<file path="src/rtl/bist_pkg.sv">
// Shared definitions for the exhaustive-sweep engine: FSM encodings and
// commonly used MISR feedback polynomials.
`timescale 1ns/1ps
package bist_pkg;

  typedef enum logic [1:0] {
    ST_IDLE = 2'd0,
    ST_RUN  = 2'd1,
    ST_DONE = 2'd2
  } state_t;

  localparam logic [7:0]  POLY8  = 8'h1D;
  localparam logic [15:0] POLY16 = 16'h1021;
  localparam logic [31:0] POLY32 = 32'h04C1_1DB7;

endpackage

</file>
<file path="src/rtl/bist_sweep_if.sv">
// Bundle between the sweep engine and its environment.
// Handshake: start and abort are single-cycle-sampled level inputs (no ready);
// vec is a valid stimulus whenever vec_valid is high, and resp must be the
// combinational response to vec in that same cycle. done/pass are levels held
// until the next start, abort or reset. state mirrors the FSM for observers.
`timescale 1ns/1ps
interface bist_sweep_if #(
  parameter int N     = 4,
  parameter int M     = 2,
  parameter int SIG_W = 16
) ();
  logic             start;
  logic             abort;
  logic [M-1:0]     resp;
  logic [N-1:0]     vec;
  logic             vec_valid;
  logic             busy;
  logic             done;
  logic             pass;
  logic [SIG_W-1:0] signature;
  logic [1:0]       state;

  modport master (
    input  start, abort, resp,
    output vec, vec_valid, busy, done, pass, signature, state
  );

  modport slave (
    output start, abort, resp,
    input  vec, vec_valid, busy, done, pass, signature, state
  );
endinterface

</file>
<file path="src/rtl/bist_misr.sv">
// Multiple-input signature register: shifts left with polynomial feedback
// from the MSB and folds the zero-extended response into the low bits.
`timescale 1ns/1ps
module bist_misr #(
  parameter int               SIG_W = 16,
  parameter int               M     = 2,
  parameter logic [SIG_W-1:0] POLY  = SIG_W'(16'h1021)
) (
  input  logic             clk,
  input  logic             rst_n,
  input  logic             clr,
  input  logic             en,
  input  logic [M-1:0]     din,
  output logic [SIG_W-1:0] sig
);

  logic [SIG_W-1:0] feedback;

  assign feedback = sig[SIG_W-1] ? POLY : '0;

  // Signature register: clear wins over absorb.
  always_ff @(posedge clk or negedge rst_n) begin
    if (!rst_n) begin
      sig <= '0;
    end else if (clr) begin
      sig <= '0;
    end else if (en) begin
      sig <= {sig[SIG_W-2:0], 1'b0} ^ feedback ^ SIG_W'(din);
    end
  end

endmodule

</file>
<file path="src/rtl/bist_sweep.sv">
// Exhaustive-stimulus engine: walks all 2^N input vectors in ascending order,
// holds each for HOLD cycles, compacts responses into a MISR and compares the
// final signature against GOLDEN.
`timescale 1ns/1ps
module bist_sweep
  import bist_pkg::*;
#(
  parameter int               N      = 4,
  parameter int               M      = 2,
  parameter int               HOLD   = 1,
  parameter int               SIG_W  = 16,
  parameter logic [SIG_W-1:0] POLY   = SIG_W'(POLY16),
  parameter logic [SIG_W-1:0] GOLDEN = '0
) (
  input  logic         clk,
  input  logic         rst_n,
  bist_sweep_if.master bus
);

  // A 1-bit hold counter is kept even for HOLD=1 so the logic stays uniform.
  localparam int            HW        = (HOLD > 1) ? $clog2(HOLD) : 1;
  localparam logic [HW-1:0] HOLD_LAST = HW'(HOLD - 1);

  state_t           state_q;
  state_t           state_d;
  logic             launch;
  logic [HW-1:0]    hold_q;
  // One extra bit so the step past vector 2^N-1 lands on 2^N, not 0.
  logic [N:0]       cnt_q;
  logic [N:0]       cnt_inc;
  logic             step;
  logic             last_step;
  logic             pass_q;
  logic [SIG_W-1:0] sig;
  logic             misr_clr;
  logic             misr_en;

  // Signature value the MISR will hold after absorbing the current response;
  // used so the golden compare can be registered on the final capture edge.
  function automatic logic [SIG_W-1:0] misr_next(input logic [SIG_W-1:0] s,
                                                 input logic [M-1:0]     d);
    return {s[SIG_W-2:0], 1'b0} ^ (s[SIG_W-1] ? POLY : '0) ^ SIG_W'(d);
  endfunction

  assign cnt_inc   = cnt_q + 1'b1;
  assign step      = (state_q == ST_RUN) && (hold_q == HOLD_LAST);
  assign last_step = step && cnt_inc[N];

  // FSM state register.
  always_ff @(posedge clk or negedge rst_n) begin
    if (!rst_n) begin
      state_q <= ST_IDLE;
    end else begin
      state_q <= state_d;
    end
  end

  // FSM next state; abort overrides everything, start only from IDLE/DONE.
  always_comb begin
    state_d = state_q;
    launch  = 1'b0;
    if (bus.abort) begin
      state_d = ST_IDLE;
    end else begin
      case (state_q)
        ST_IDLE, ST_DONE: begin
          if (bus.start) begin
            state_d = ST_RUN;
            launch  = 1'b1;
          end
        end
        ST_RUN: begin
          if (last_step) begin
            state_d = ST_DONE;
          end
        end
        default: state_d = ST_IDLE;
      endcase
    end
  end

  // Hold and vector counters; both restart on launch and abort.
  always_ff @(posedge clk or negedge rst_n) begin
    if (!rst_n) begin
      hold_q <= '0;
      cnt_q  <= '0;
    end else if (bus.abort || launch) begin
      hold_q <= '0;
      cnt_q  <= '0;
    end else if (step) begin
      hold_q <= '0;
      cnt_q  <= cnt_inc;
    end else if (state_q == ST_RUN) begin
      hold_q <= hold_q + HW'(1);
    end
  end

  // Registered golden compare, captured on the final absorb edge.
  always_ff @(posedge clk or negedge rst_n) begin
    if (!rst_n) begin
      pass_q <= 1'b0;
    end else if (bus.abort || launch) begin
      pass_q <= 1'b0;
    end else if (last_step) begin
      pass_q <= (misr_next(sig, bus.resp) == GOLDEN);
    end
  end

  assign misr_clr = launch || bus.abort;
  assign misr_en  = step && !bus.abort;

  bist_misr #(
    .SIG_W (SIG_W),
    .M     (M),
    .POLY  (POLY)
  ) u_misr (
    .clk   (clk),
    .rst_n (rst_n),
    .clr   (misr_clr),
    .en    (misr_en),
    .din   (bus.resp),
    .sig   (sig)
  );

  // Once the counter reaches 2^N the visible vector stays at all-ones.
  assign bus.vec       = cnt_q[N] ? {N{1'b1}} : cnt_q[N-1:0];
  assign bus.vec_valid = (state_q == ST_RUN);
  assign bus.busy      = (state_q == ST_RUN);
  assign bus.done      = (state_q == ST_DONE);
  assign bus.pass      = (state_q == ST_DONE) && pass_q;
  assign bus.signature = sig;
  assign bus.state     = state_q;

endmodule

</file>
<file path="src/flat_wrapper.sv">
// flat-port wrapper written by rule: the top's interface ports become plain ports
module bist_sweep_flat import bist_pkg::*;
#(
  parameter int               N      = 4,
  parameter int               M      = 2,
  parameter int               HOLD   = 1,
  parameter int               SIG_W  = 16,
  parameter logic [SIG_W-1:0] POLY   = SIG_W'(POLY16),
  parameter logic [SIG_W-1:0] GOLDEN = '0
)
  (clk, rst_n, bus_start, bus_abort, bus_resp, bus_vec, bus_vec_valid, bus_busy, bus_done, bus_pass, bus_signature, bus_state);
  bist_sweep_if #(.N(N), .M(M), .SIG_W(SIG_W)) bus_i ();
  input  logic clk;
  input  logic rst_n;
  input wire logic [$bits(bus_i.start)-1:0] bus_start;
  input wire logic [$bits(bus_i.abort)-1:0] bus_abort;
  input wire logic [$bits(bus_i.resp)-1:0] bus_resp;
  output wire logic [$bits(bus_i.vec)-1:0] bus_vec;
  output wire logic [$bits(bus_i.vec_valid)-1:0] bus_vec_valid;
  output wire logic [$bits(bus_i.busy)-1:0] bus_busy;
  output wire logic [$bits(bus_i.done)-1:0] bus_done;
  output wire logic [$bits(bus_i.pass)-1:0] bus_pass;
  output wire logic [$bits(bus_i.signature)-1:0] bus_signature;
  output wire logic [$bits(bus_i.state)-1:0] bus_state;
  assign bus_i.start = bus_start;
  assign bus_i.abort = bus_abort;
  assign bus_i.resp = bus_resp;
  assign bus_vec = bus_i.vec;
  assign bus_vec_valid = bus_i.vec_valid;
  assign bus_busy = bus_i.busy;
  assign bus_done = bus_i.done;
  assign bus_pass = bus_i.pass;
  assign bus_signature = bus_i.signature;
  assign bus_state = bus_i.state;
  bist_sweep #(.N(N), .M(M), .HOLD(HOLD), .SIG_W(SIG_W), .POLY(POLY), .GOLDEN(GOLDEN)) u_core (.clk(clk), .rst_n(rst_n), .bus(bus_i));
endmodule
</file>
<file path="config.mk">
export PLATFORM = sky130hd
export DESIGN_NAME = bist_sweep_flat
export DESIGN_NICKNAME = d
export VERILOG_FILES = /design/src/rtl/bist_pkg.sv /design/src/rtl/bist_sweep_if.sv /design/src/rtl/bist_misr.sv /design/src/rtl/bist_sweep.sv /design/src/flat_wrapper.sv
export SDC_FILE = /design/constraint.sdc
export NUM_CORES = 1
export LEC_CHECK = 0
export BUFFER_PORTS_ARGS = -buffer_cell sky130_fd_sc_hd__buf_2
export CAP_MARGIN = 20
export CELL_PAD_IN_SITES_DETAIL_PLACEMENT = 1
export CELL_PAD_IN_SITES_GLOBAL_PLACEMENT = 2
export CORE_MARGIN = 1.5
export CORE_UTILIZATION = 32
export CTS_BUF_LIST = sky130_fd_sc_hd__clkbuf_8
export DETAILED_ROUTE_END_ITERATION = 8
export PLACE_DENSITY = 0.79
export SKIP_LAST_GASP = 1
export SLEW_MARGIN = 20
export SYNTH_ARGS = -nofsm -noshare
export SYNTH_HDL_FRONTEND = slang
export SYNTH_SLANG_ARGS = --single-unit
</file>
<file path="constraint.sdc">
create_clock -name clk -period 1.92 [get_ports clk]
set_input_delay 0.384 -clock clk [delete_from_list [all_inputs] [get_ports clk]]
set_output_delay 0.384 -clock clk [all_outputs]
set_load 0.005 [all_outputs]
</file>
* After elaboration in Yosys (flattened, before gate mapping) *
Cells that the tools add are included.

operators by class
  multipliers = 0
  $add $sub $neg = 2
  divide/modulo/power cells = 0
  bitwise gates (word level) = 3
  shifts and indexed selects = 0
  multiplexer cells = 18
  equality and inequality tests = 4
  reduce and logical (&&, ||, !) cells = 14
  magnitude comparators = 0

operators by type and width
  kind                 number
  $mux 16              2
  $logic_not 16->1     1
  $xor 16x13->16       1
  $xor 16x2->16        1
  $mux 13              1
  $mux 5               2
  $mux 1               8
  $mux 2               3
  $reduce_bool 2->1    3
  $add 5x1->5 const B  1
  $logic_and 1x1->1    4
  $mux 4               1
  $pmux 2 s2           1
  $ne 3x2->1 const B   1
  $ne 3x3->1 const B   1
  $reduce_bool 3->1    1
  $eq 2x1->1 const B   1
  $eq 2x2->1 const B   1
  $logic_not 2->1      1
  $reduce_and 2->1     1
  $reduce_or 2->1      1
  $add 1x1->1 const B  1
  $logic_not 1->1      1
  $logic_or 1x1->1     1
  $not 1->1            1

word-level totals
  memory bits (writable) = 0
  flip-flop bits (word level) = 25
  word-level logic and storage cells = 46
  memories kept = 0
  latch bits = 0
  input port bits = 6
  memory bits (read-only) = 0
  output and inout bits = 26

* Depth between registers and ports, before layout *
Gate-level depths: netlist of run 1.

  depth in word-level cells = 6
  mapped depth = 5
  depth with buffers taken out = 5

* Hierarchy *
Synthesis of run 1 repeated with hierarchy kept, for this count alone.

second synthesis, totals
  cell total of the unflattened synthesis = 113
  area, all modules = 1209.9 µm²

by module, submodules not included
  module      cells an instance  times used  area each (µm²)  sequential area each (µm²)
  bist_misr   56                 1           666.9            400.4
  bist_sweep  57                 1           543.0            225.2

* Least setup slack after synthesis of run 1 *
Ideal clock, no wire load.

  path type = reg2reg
  start point = register u_core.state_q[1], in the netlist u_core.bus.state[1]
  end point = register u_core.cnt_q[4]
  required time = 1780 ps
  clock period less this slack = 1402 ps
  setup time = 140 ps
  arrival time = 1262 ps
  path buffers = 1
  setup slack = 518 ps
  cell stages (with the launch flop) = 6
  cell sequence = dfrtp_1 -> nor2b_1 -> nand2b_1 -> clkbuf_1 -> nand2_1 -> o32ai_1

on the way
  elaborated cells between the ends (all ways) = 10
  classes of those cells = eq/ne (2); mux (3); reduce/logical (5)

RTL lines
  item                                RTL line            source
  start, declared                     bist_sweep.sv:24    state_t state_q;
  start signal, assigned              bist_sweep.sv:54    state_q <= state_d;
  $eq 2x1->1                          n/a
  named net bus_busy                  flat_wrapper.sv:20  output wire logic [$bits(bus_i.busy)-1:0] bus_busy;
  $logic_and 1x1->1                   bist_sweep.sv:46    assign step = (state_q == ST_RUN) && (hold_q == HOLD_LAST);
  $reduce_bool 2->1 (no source line)  n/a
  end signal, assigned                bist_sweep.sv:92    cnt_q <= cnt_inc;
  end, declared                       bist_sweep.sv:29    logic [N:0] cnt_q;

The timed path passes the listed nets, and every way through them passes these cells.
A chain may end at the register's enable or synchronous reset.

* Final worst setup path of run 1 *
  start point = register u_core.state_q[0], in the netlist u_core.bus.state[0]
  end point = output bus_pass

on the way
  word-level cells in the longest chain between the ends = 2

RTL lines
  item               RTL line            source
  $eq 2x2->1         bist_sweep.sv:130   assign bus.pass = (state_q == ST_DONE) && pass_q;
  $logic_and 1x1->1  bist_sweep.sv:130
  end, declared      flat_wrapper.sv:22  output wire logic [$bits(bus_i.pass)-1:0] bus_pass;

No other way between the ends.

==> results of run 1 <==
[registers in the layout, indices dropped and copies added, names as in the netlist]
register and count:
u_core.u_misr.sig 16, u_core.cnt_q 5, u_core.bus.state 2, u_core.hold_q 1
u_core.pass_q 1
[worst max-delay path, delay by kind of cell, from the launching register on]
family,cells,cell delay (ns)
flip-flops,1,0.44
AND/OR/NAND/NOR,2,0.31
buffers and inverters,2,0.17
[cells by family after synthesis]
group | share of synthesized area (%)
simple gates | 25.5
flops | 53.0
compound gates | 10.7
buf+inv | 3.71
xor+xnor | 5.19
mux | 0.847
fa+ha+maj | 1.06
[cells in the mapped netlist]
cell type,count
inv_1,2
nand2b_1,2
and2_1,1
xor2_1,2
nor3_1,1
clkbuf_1,5
o211ai_1,1
ha_1,1
nand2_1,29
buf_4,1
nor2_1,8
or3_1,1
a211oi_1,4
nor4_1,3
nand3_1,2
o32ai_1,1
and4bb_2,1
and3_1,1
nor3b_2,1
nand4_1,1
a21oi_1,16
nor3b_1,1
mux2i_1,1
or2_2,5
nor2b_1,2
buf_2,2
xnor2_1,5
nor4b_2,1
dfrtp_1,25
[per-layer routing]
layer  vias up  wire (um)  part of all wire [%]  track usage (%)
li1        480          -                     -                -
met1       487       1320                    47             19.3
met2        21       1360                    48             25.8
met3         2        106                   3.8             2.64
met4         0         15                  0.54             3.26
met5         -          0                     0                0
[worst paths after layout]
path	startpoint	endpoint	slack [ns]	cells past startpoint
worst min-delay path	rst_n	u_core.cnt_q[3]	0.10	1
min in group clk	bus_abort	u_core.bus.state[0]	0.30	2
worst max register to register	u_core.bus.state[1]	u_core.pass_q	0.41	4
max in group asynchronous	rst_n	u_core.cnt_q[4]	1.45	1
worst max-delay path	u_core.bus.state[0]	bus_pass	0.35	4
worst min register to register	u_core.pass_q	u_core.pass_q	0.54	2
[through the flow]
| step | setup slack (ns) | instances |
|---|---|---|
| 6_report | 0.350 | 202 |
| 5_1_grt | 0.257 | 202 |
| 3_5_place_dp | 0.420 | 198 |
| 4_1_cts | 0.334 | 202 |
| 2_1_floorplan | 0.518 | 126 |
| 3_3_place_gp | 0.469 | 198 |
[layout by cell type, fill, tap and decap left out]
master    Yosys  final
a211oi_1      4      4
a21oi_1      16     16
and2_1        1      1
and3_1        1      1
and4bb_2      1      1
buf_2         2     31
buf_4         1      3
clkbuf_8      0      3
dfrtp_1      25     25
ha_1          1      1
inv_1         2      3
mux2i_1       1      1
nand2_1      29     29
nand2b_1      2      2
nand3_1       2      2
nand4_1       1      1
nor2_1        8      8
nor2b_1       2      2
nor3_1        1      1
nor3b_1       1      1
nor3b_2       1      1
nor4_1        3      3
nor4b_2       1      1
o211ai_1      1      1
o32ai_1       1      1
or2_2         5      5
or3_1         1      1
xnor2_1       5      5
xor2_1        2      2
[area by class of cell]
| cell class | count | share of cell area [%] |
|---|---|---|
| multi-input cells | 91 | 35.9 |
| clock buffers | 3 | 2.90 |
| repair buffers | 34 | 12.5 |
| inverters | 2 | 0.527 |
| flip-flops and latches | 25 | 43.9 |
| clock inverters | 1 | 0.263 |
| well taps | 46 | 4.04 |
[power by group]
group          switching [mW]  internal, mW
logic                  0.0674        0.0406
clock network           0.161         0.143
registers              0.0111         0.535
total                   0.239         0.719
==> key figures, run 1 <==
Routing
  • Iteration-0 DRC Markers: 21
  • Drt drc: 0
  • Routed vias: 990
  • Routed len/inst: 13.9 um
  • Vias per std cell: 4.90
  • Total Wirelength: 2.80 mm
  • Final ANT Viol Nets: 0
  • Pre-antenna DRT Iters: 3

Logic synthesis
  • Most area-consuming cells after synthesis: dfrtp_1 53%, nand2_1 9.2%, a21oi_1 6.8%
  • Syn avg cell area: 9.37 um2
  • Synth Cell Area: 0.00118 mm2
  • Post-synth top area share: 53.0%
  • Ys Warns: 0
  • Synthesized flop and latch total: 25
  • Post-synth cell types: 29
  • Yosys top cell by area: dfrtp_1
  • Seq/Total Area, Yosys: 53.0%
  • Syn Nets: 133
  • Cells after Synth: 126

Timing
  • Final hold violations: 0
  • Worst Tran Pin Value: 0.574 ns
  • Setup TNS: 0 ns
  • Period minus WS final: 1.57 ns
  • RSZ-0062 raised after global routing: no
  • Slew headroom: 61.7%
  • Fmax: 637 MHz
  • Tcrit/Tclk final: 81.8%
  • Setup-failing EPs final: 0
  • Fin Hold WS: 0.103 ns
  • Max Transition Viols Final: 0
  • Layout Skew: 0.00262 ns

Worst setup path
  • Critical path peak fanout: 7
  • CP max-delay cell: dfrtp_1
  • Req. time, crit path: 1.54 ns
  • Crit. End Element: output pin
  • Delay of the slowest cell on the worst path: 0.44 ns
  • Crit-path cells: nand2b_1, inv_1, and2_1, buf_2
  • Critical Path Start Type: flip-flop
  • Crit Path Class: reg2out
  • CP arrival: 1.19 ns

Clock network
  • CTS resizes: 0
  • Insertion delay to the later sink of the worst-skew pair: 0.26 ns
  • Num Clock Sinks: 25
  • Clock slew at reported path FFs: 0.09 ns
  • CTS tree: done
  • Setup fix buffers added after clock tree synthesis: 0
  • Hold Buf Count CTS: 0
  • Num CTS Buffers: 3
  • CTS Root Cell: clkbuf_8
  • H-tree Lvls: 1
  • Clk buf depth: 2

Global routing
  • Global-route wire length before repair: 4.83 mm
  • Largest net degree at the start of global routing: 26
  • Vias in the first global route: 1013
  • Gr usage total: 14.8%
  • Initial antenna violation count: 0
  • Grt total ovfl: 0

Layout
  • Fin nets: 164
  • Fill count: 419
  • Post-route cell area: 0.00143 mm2
  • Layout Utilization: 41.4%
  • Ant. Diodes: 0
  • Area of the multi-input gates: 512 um2
  • Synth-to-Final Area Change: 20.7%
  • Seq. cell area: 626 um2
  • Share of cells above drive strength 1: 28.8%

Floorplan
  • Die height: 63.8 um
  • Die W: 63.8 um
  • Row cnt: 21
  • IO Count: 32
  • Die footprint: 0.00406 mm2
  • Core ar.: 0.00344 mm2
  • Initial cell density of the core: 34.3%

Power and ir drop
  • Total power: 958 uW
  • Pwr/cell area: 672 mW/mm2
  • Pleak: 0.706 nW
  • Max VDD drop: 261 uV

Min path
  • Hold/Removal Path Class: in2async

Place
  • Placer Congestion: 0.694
  • # port buffers: 31
  • Detailed placement HPWL: 2.01 mm
  • Post-DP Area: 0.00138 mm2

Outcome
  • Status: finished clean

Run
  • Max-cap violation count: 0
(Power assumes the default switching activity.)
==> run 2: changes to the inputs <==
Settings changed: ABC_AREA set to 1.
Clock period 1.92 ns to 1.5 ns, I/O delays scaled along.
==> key figures, run 2 <==
Worst setup path
  • Reg2reg end: u_core.cnt_q[1] (was u_core.pass_q)
  • Crit. End Element: output pin (unchanged)
  • Worst r2r src: u_core.bus.state[0] (was u_core.bus.state[1])
  • Crit path from: u_core.cnt_q[2] (was u_core.bus.state[0])
  • Critical path peak fanout: 6 (was 7)
  • CP max-delay cell: dfrtp_1 (unchanged)
  • Delay of the slowest cell on the worst path: 0.45 ns (was 0.44 ns)
  • Crit-path cells: or2_2, buf_2 (was nand2b_1, inv_1, and2_1, buf_2)
  • CP arrival: 1.15 ns (was 1.19 ns)
  • Reg2reg setup slack: 0.15 ns (was 0.41 ns)
  • Req. time, crit path: 1.20 ns (was 1.54 ns)
  • Worst reg2reg path depth: 6 (was 4)
  • Critical Path Start Type: flip-flop (unchanged)
  • CP Capture Point: bus_vec[2] (was bus_pass)
  • Crit Path Class: reg2out (unchanged)

Logic synthesis
  • Asr flop ratio synth: 100% (unchanged)
  • Post-synth cell types: 21 (was 29)
  • Largest family of logic cells by synthesized area: simple AND/OR/NAND/NOR gates (unchanged)
  • Seq/Total Area, Yosys: 49.4% (was 53.0%)
  • Simple-Gate Fraction of Synth Area: 23.0% (was 25.5%)
  • Syn avg cell area: 8.92 um2 (was 9.37 um2)
  • Ys Warns: 0 (unchanged)
  • Adder-cell area share of the yosys netlist: 0.988% (was 1.06%)
  • Synth Area in Compound Gates: 15.9% (was 10.7%)
  • Syn Nets: 149 (was 133)
  • Post-synth top area share: 49.4% (was 53.0%)
  • Prevailing post-synth register cell: dfrtp_1 (unchanged)
  • Post-synth top cells: 29 x nand2_1, 25 x dfrtp_1, 25 x inv_1 (was 29 x nand2_1, 25 x dfrtp_1, 16 x a21oi_1)
  • Yosys top cell by area: dfrtp_1 (unchanged)
  • EDFF count, synth: 0 (unchanged)
  • Synthesized flop and latch total: 25 (unchanged)
  • Synth Cell Area: 0.00127 mm2 (was 0.00118 mm2)
  • Most common cell in the netlist: nand2_1 (unchanged)
  • Mux contribution to synthesized area: 0% (was 0.847%)
  • Most area-consuming cells after synthesis: dfrtp_1 49%, o22ai_2 11%, nand2_1 8.6% (was dfrtp_1 53%, nand2_1 9.2%, a21oi_1 6.8%)
  • XOR/XNOR share of the synthesized area: 0% (was 5.19%)
  • Cells after Synth: 142 (was 126)

Power and ir drop
  • Pleak: 0.782 nW (was 0.706 nW)
  • Total power: 1.25 mW (was 958 uW)
  • Pwr/cell area: 833 mW/mm2 (was 672 mW/mm2)
  • Max VDD drop: 378 uV (was 261 uV)

Timing
  • Worst Tran Pin Value: 0.576 ns (was 0.574 ns)
  • Final hold violations: 0 (unchanged)
  • Setup-failing EPs final: 0 (unchanged)
  • RSZ-0062 raised after global routing: no (unchanged)
  • Slew headroom: 61.6% (was 61.7%)
  • Tcrit/Tclk final: 96.5%
  • Max Transition Viols Final: 0 (unchanged)
  • Setup TNS: 0 ns (unchanged)
  • Period minus WS final: 1.45 ns
  • Layout Skew: 0.00413 ns (was 0.00262 ns)
  • Fmax: 691 MHz

Clock network
  • Num CTS Buffers: 3 (unchanged)
  • Insertion delay to the later sink of the worst-skew pair: 0.27 ns (was 0.26 ns)
  • Hold Buf Count CTS: 0 (unchanged)
  • Setup fix buffers added after clock tree synthesis: 0 (unchanged)
  • Num Clock Sinks: 25 (unchanged)
  • CTS resizes: 0 (unchanged)
  • Clk buf depth: 2 (unchanged)
  • CTS Root Cell: clkbuf_8 (unchanged)
  • CTS tree: done (unchanged)
  • Clock slew at reported path FFs: 0.09 ns (about the same)
  • H-tree Lvls: 1 (unchanged)

Layout
  • Most frequent cells in the layout: 31 x buf_2, 29 x nand2_1, 26 x inv_1 (was 31 x buf_2, 29 x nand2_1, 25 x dfrtp_1)
  • Largest Register: u_core.u_misr.sig (unchanged)
  • Ant. Diodes: 0 (unchanged)
  • Fin nets: 182 (was 164)
  • Commonest non-fill, non-tap cell in the layout: buf_2 (unchanged)
  • Share of cells above drive strength 1: 31.0% (was 28.8%)
  • Max reg flops: 16 (unchanged)
  • Synth-to-Final Area Change: 18.2% (was 20.7%)

Global routing
  • Vias in the first global route: 1065 (was 1013)
  • Global-route wire length before repair: 4.91 mm (was 4.83 mm)
  • Gr usage total: 14.8% (about the same)
  • Grt total ovfl: 0 (unchanged)
  • Initial antenna violation count: 0 (unchanged)
  • Largest net degree at the start of global routing: 26 (unchanged)

Routing
  • Drt drc: 0 (unchanged)
  • Total Wirelength: 2.89 mm (was 2.80 mm)
  • Iteration-0 DRC Markers: 26 (was 21)
  • Final ANT Viol Nets: 0 (unchanged)
  • Routed len/inst: 13.0 um (was 13.9 um)
  • Pre-antenna DRT Iters: 4 (was 3)
  • Vias per std cell: 4.71 (was 4.90)
  • Routed vias: 1045 (was 990)

Place
  • Detailed placement HPWL: 2.21 mm (was 2.01 mm)
  • Placer Congestion: 0.690 (was 0.694)
  • # port buffers: 31 (unchanged)

Floorplan
  • Die height: 65.9 um (was 63.8 um)
  • Core ar.: 0.00374 mm2 (was 0.00344 mm2)
  • Die W: 65.9 um (was 63.8 um)
  • Initial cell density of the core: 33.8% (was 34.3%)
  • Row cnt: 22 (was 21)
  • Die footprint: 0.00434 mm2 (was 0.00406 mm2)
  • IO Count: 32 (unchanged)

Outcome
  • Status: finished clean (unchanged)

Min path
  • Hold/Removal Path Class: in2async (unchanged)

Run
  • Max-cap violation count: 0 (unchanged)
[run 2: power breakdown]
group / total, mW / switching [mW] / internal, mW
Sequential: 0.696 / 0.0111 / 0.685
Clock: 0.392 / 0.209 / 0.183
Combinational: 0.158 / 0.112 / 0.0462
Total: 1.25 / 0.332 / 0.914
[run 2: worst min-delay path by stage]
stage,from,endpoint,slack [ns],cells after the start
floorplan,rst_n,u_core.bus.state[0],0.004,0
global placement,rst_n,u_core.u_misr.sig[10],0.33,1
detailed placement,rst_n,u_core.u_misr.sig[13],0.34,1
CTS,rst_n,u_core.u_misr.sig[13],0.04,1
global route,rst_n,u_core.u_misr.sig[9],0.06,1
finish,rst_n,u_core.u_misr.sig[10],0.02,1
[run 2: logic make-up (layout without fill, tap and decap cells)]
| family | after synthesis | after routing |
|---|---|---|
| AO/OA/AOI/OAI | 22 | 22 |
| adder cells (fa/ha/maj) | 1 | 1 |
| buffers and inverters | 31 | 63 |
| flip-flops | 25 | 25 |
| AND/OR/NAND/NOR | 63 | 63 |
[run 2: area by class of cell]
cell class / count / area [um2]
Sequential cell: 25 / 626
Tap cell: 48 / 60.1
Inverter: 28 / 105
Clock buffer: 3 / 41.3
Multi-Input combinational cell: 86 / 505
Timing Repair Buffer: 31 / 155
Fill cell: 478 / 2250
Clock inverter: 1 / 3.75
[run 2: worst max-delay path, delay by kind of cell, from the launching register on]
kind,cells,cell delay (ns)
flops,1,0.45
buf+inv,1,0.12
simple gates,1,0.31
[run 2: routing by layer]
| layer | track usage, % | wire length, um | up-vias |
|---|---|---|---|
| li1 | - | - | 516 |
| met1 | 19.6 | 1410 | 506 |
| met2 | 24.4 | 1340 | 19 |
| met3 | 2.39 | 111 | 4 |
| met4 | 5.47 | 33 | 0 |
| met5 | 0 | 0 | - |
[run 2: stage by stage]
stage,util (%),cell area [um2],instances,worst slack [ns],hold slack [ns]
final,40.0,1500,222,0.0518,0.0195
after CTS,40.0,1500,222,0.0520,0.0415
after global placement,38.8,1450,218,0.192,0.334
after detailed placement,38.8,1450,218,0.142,0.336
after floorplan,-,1270,142,0.312,0.00441
after global routing,40.0,1500,222,0.00668,0.0649
==> run 3: changes to the inputs <==
Settings changed: CORE_UTILIZATION 32 to 34, PLACE_DENSITY 0.79 to 0.83.
Clock period 1.5 ns to 1.8 ns, I/O delays scaled along.
==> key figures, run 3 (synthesis gave the netlist of run 2 again) <==
Routing
  • Total Wirelength: 2.90 mm (was 2.89 mm)
  • WL met3: 115 um (was 111 um)
  • Top Layer Used: met4 (unchanged)
  • Iteration-0 DRC Markers: 70 (was 26)
  • Vias per std cell: 4.70 (was 4.71)
  • Met1 WL: 1.35 mm (was 1.41 mm)
  • Routed vias: 1035 (was 1045)
  • Met2 wire len: 1.42 mm (was 1.34 mm)
  • Routed len/inst: 13.2 um (was 13.0 um)
  • Pre-antenna DRT Iters: 4 (unchanged)
  • Drt drc: 0 (unchanged)
  • Final ANT Viol Nets: 0 (unchanged)

Layout
  • Fin nets: 182 (unchanged)
  • Ant. Diodes: 0 (unchanged)
  • Max reg flops: 16 (unchanged)
  • Commonest non-fill, non-tap cell in the layout: buf_2 (unchanged)
  • Post-route cell area: 0.00150 mm2 (about the same)
  • Share of cells above drive strength 1: 31.6% (was 31.0%)
  • Most frequent cells in the layout: 31 x buf_2, 29 x nand2_1, 25 x inv_1, 25 x dfrtp_1, 15 x nor2_1 (was 31 x buf_2, 29 x nand2_1, 26 x inv_1)
  • Largest Register: u_core.u_misr.sig (unchanged)
  • Synth-to-Final Area Change: 18.1% (was 18.2%)
  • Layout Utilization: 43.4% (was 40.0%)

Clock network
  • Clock slew at reported path FFs: 0.09 ns (about the same)
  • Num Clock Sinks: 25 (unchanged)
  • CTS tree: done (unchanged)
  • CTS resizes: 0 (unchanged)
  • Clk buf depth: 2 (unchanged)
  • Setup fix buffers added after clock tree synthesis: 0 (unchanged)
  • Hold Buf Count CTS: 0 (unchanged)
  • CTS Root Cell: clkbuf_8 (unchanged)
  • Num CTS Buffers: 3 (unchanged)
  • Insertion delay to the later sink of the worst-skew pair: 0.27 ns (about the same)
  • H-tree Lvls: 1 (unchanged)

Place
  • # port buffers: 31 (unchanged)
  • Post-DP Area: 0.00145 mm2 (about the same)
  • Placer Congestion: 0.803 (was 0.690)
  • Detailed placement HPWL: 2.22 mm (was 2.21 mm)

Global routing
  • Largest net degree at the start of global routing: 26 (unchanged)
  • Gr usage total: 15.0% (was 14.8%)
  • Initial antenna violation count: 0 (unchanged)
  • Vias in the first global route: 1054 (was 1065)
  • Grt total ovfl: 0 (unchanged)
  • Global-route wire length before repair: 4.82 mm (was 4.91 mm)

Worst setup path
  • CP max-delay cell: dfrtp_1 (unchanged)
  • Worst path bufs/invs: 1 (unchanged)
  • Req. time, crit path: 1.44 ns (was 1.20 ns)
  • Crit path from: u_core.cnt_q[2] (unchanged)
  • Crit-path cells: or2_2, buf_2 (unchanged)
  • Critical Path Start Type: flip-flop (unchanged)
  • Critical path peak fanout: 6 (unchanged)
  • Worst r2r src: u_core.bus.state[0] (unchanged)
  • Reg2reg setup slack: 0.47 ns (was 0.15 ns)
  • Reg2reg end: u_core.u_misr.sig[2] (was u_core.cnt_q[1])
  • Crit Path Class: reg2out (unchanged)
  • Crit. End Element: output pin (unchanged)
  • CP arrival: 1.14 ns (was 1.15 ns)
  • Delay of the slowest cell on the worst path: 0.44 ns (was 0.45 ns)
  • Worst reg2reg path depth: 6 (unchanged)
  • Top delay family on crit path: flip-flops (unchanged)

Floorplan
  • Die footprint: 0.00410 mm2 (was 0.00434 mm2)
  • Die height: 64.0 um (was 65.9 um)
  • Core ar.: 0.00344 mm2 (was 0.00374 mm2)
  • IO Count: 32 (unchanged)
  • Die W: 64.0 um (was 65.9 um)
  • Initial cell density of the core: 36.8% (was 33.8%)
  • Row cnt: 21 (was 22)

Timing
  • Period minus WS final: 1.50 ns
  • Setup TNS: 0 ns (unchanged)
  • RSZ-0062 raised after global routing: no (unchanged)
  • Layout Skew: 0.00328 ns (was 0.00413 ns)
  • Max Transition Viols Final: 0 (unchanged)
  • Worst Tran Pin Value: 0.583 ns (was 0.576 ns)
  • Slew headroom: 61.2% (was 61.6%)
  • Setup-failing EPs final: 0 (unchanged)
  • Tcrit/Tclk final: 83.3%
  • Final hold violations: 0 (unchanged)
  • Fmax: 667 MHz

Outcome
  • Status: finished clean (unchanged)

Run
  • Max-cap violation count: 0 (unchanged)

Power and ir drop
  • Pleak: 0.781 nW (was 0.782 nW)
  • Max VDD drop: 487 uV (was 378 uV)
  • Pwr/cell area: 700 mW/mm2 (was 833 mW/mm2)

Min path
  • Hold/Removal Path Class: in2async (unchanged)
[run 3: cell types whose count changed in the layout (fill, tap and decap cells not counted), sizes merged]
cell,delta
inv,-1
clkinv,+1
[run 3: through the flow]
stage / instances / setup slack (ns) / total power, mW / hold slack, ns
final: 220 / 0.300 / 1.05 / 0.0804
after global placement: 216 / 0.492 / 0.722 / 0.394
after global routing: 220 / 0.236 / 1.11 / 0.110
after floorplan: 142 / 0.612 / 0.681 / 0.0644
after detailed placement: 216 / 0.454 / 0.727 / 0.395
after CTS: 220 / 0.287 / 1.07 / 0.0963
[run 3: how the worst max path moves through the flow]
stage	end	depth (start not counted)
4_1_cts	bus_vec[2]	2
6_report	bus_vec[2]	2
3_3_place_gp	u_core.u_misr.sig[0]	6
2_1_floorplan	u_core.cnt_q[4]	7
3_5_place_dp	u_core.cnt_q[0]	6
5_1_grt	bus_vec[2]	2
[run 3: worst reg2reg max path, stage by stage (launching register included)]
cell	delay [ns]
dfrtp_1	0.42
inv_2	0.08
nor2_4	0.18
nand2_4	0.11
nor2_4	0.14
inv_2	0.17
o22ai_1	0.16
[run 3: where the power goes]
group	internal, mW	switching [mW]	leakage, nW	total, mW
Clock	0.155	0.181	0.0255	0.336
Combinational	0.0387	0.0920	0.409	0.131
Sequential	0.571	0.00958	0.346	0.581
Total	0.765	0.282	0.781	1.05
[run 3: metal layers]
layer / global-route usage (%) / vias to the layer above
met3: 3.87 / 2
met5: 0 / -
met4: 2.45 / 0
li1: - / 515
met2: 25.4 / 18
met1: 19.5 / 500
[run 3: cell type report]
type / count / area, um2
Clock buffer: 3 / 41.3
Clock inverter: 1 / 5.00
Fill cell: 426 / 1950
Inverter: 28 / 105
Multi-Input combinational cell: 86 / 505
Sequential cell: 25 / 626
Tap cell: 46 / 57.6
Timing Repair Buffer: 31 / 155
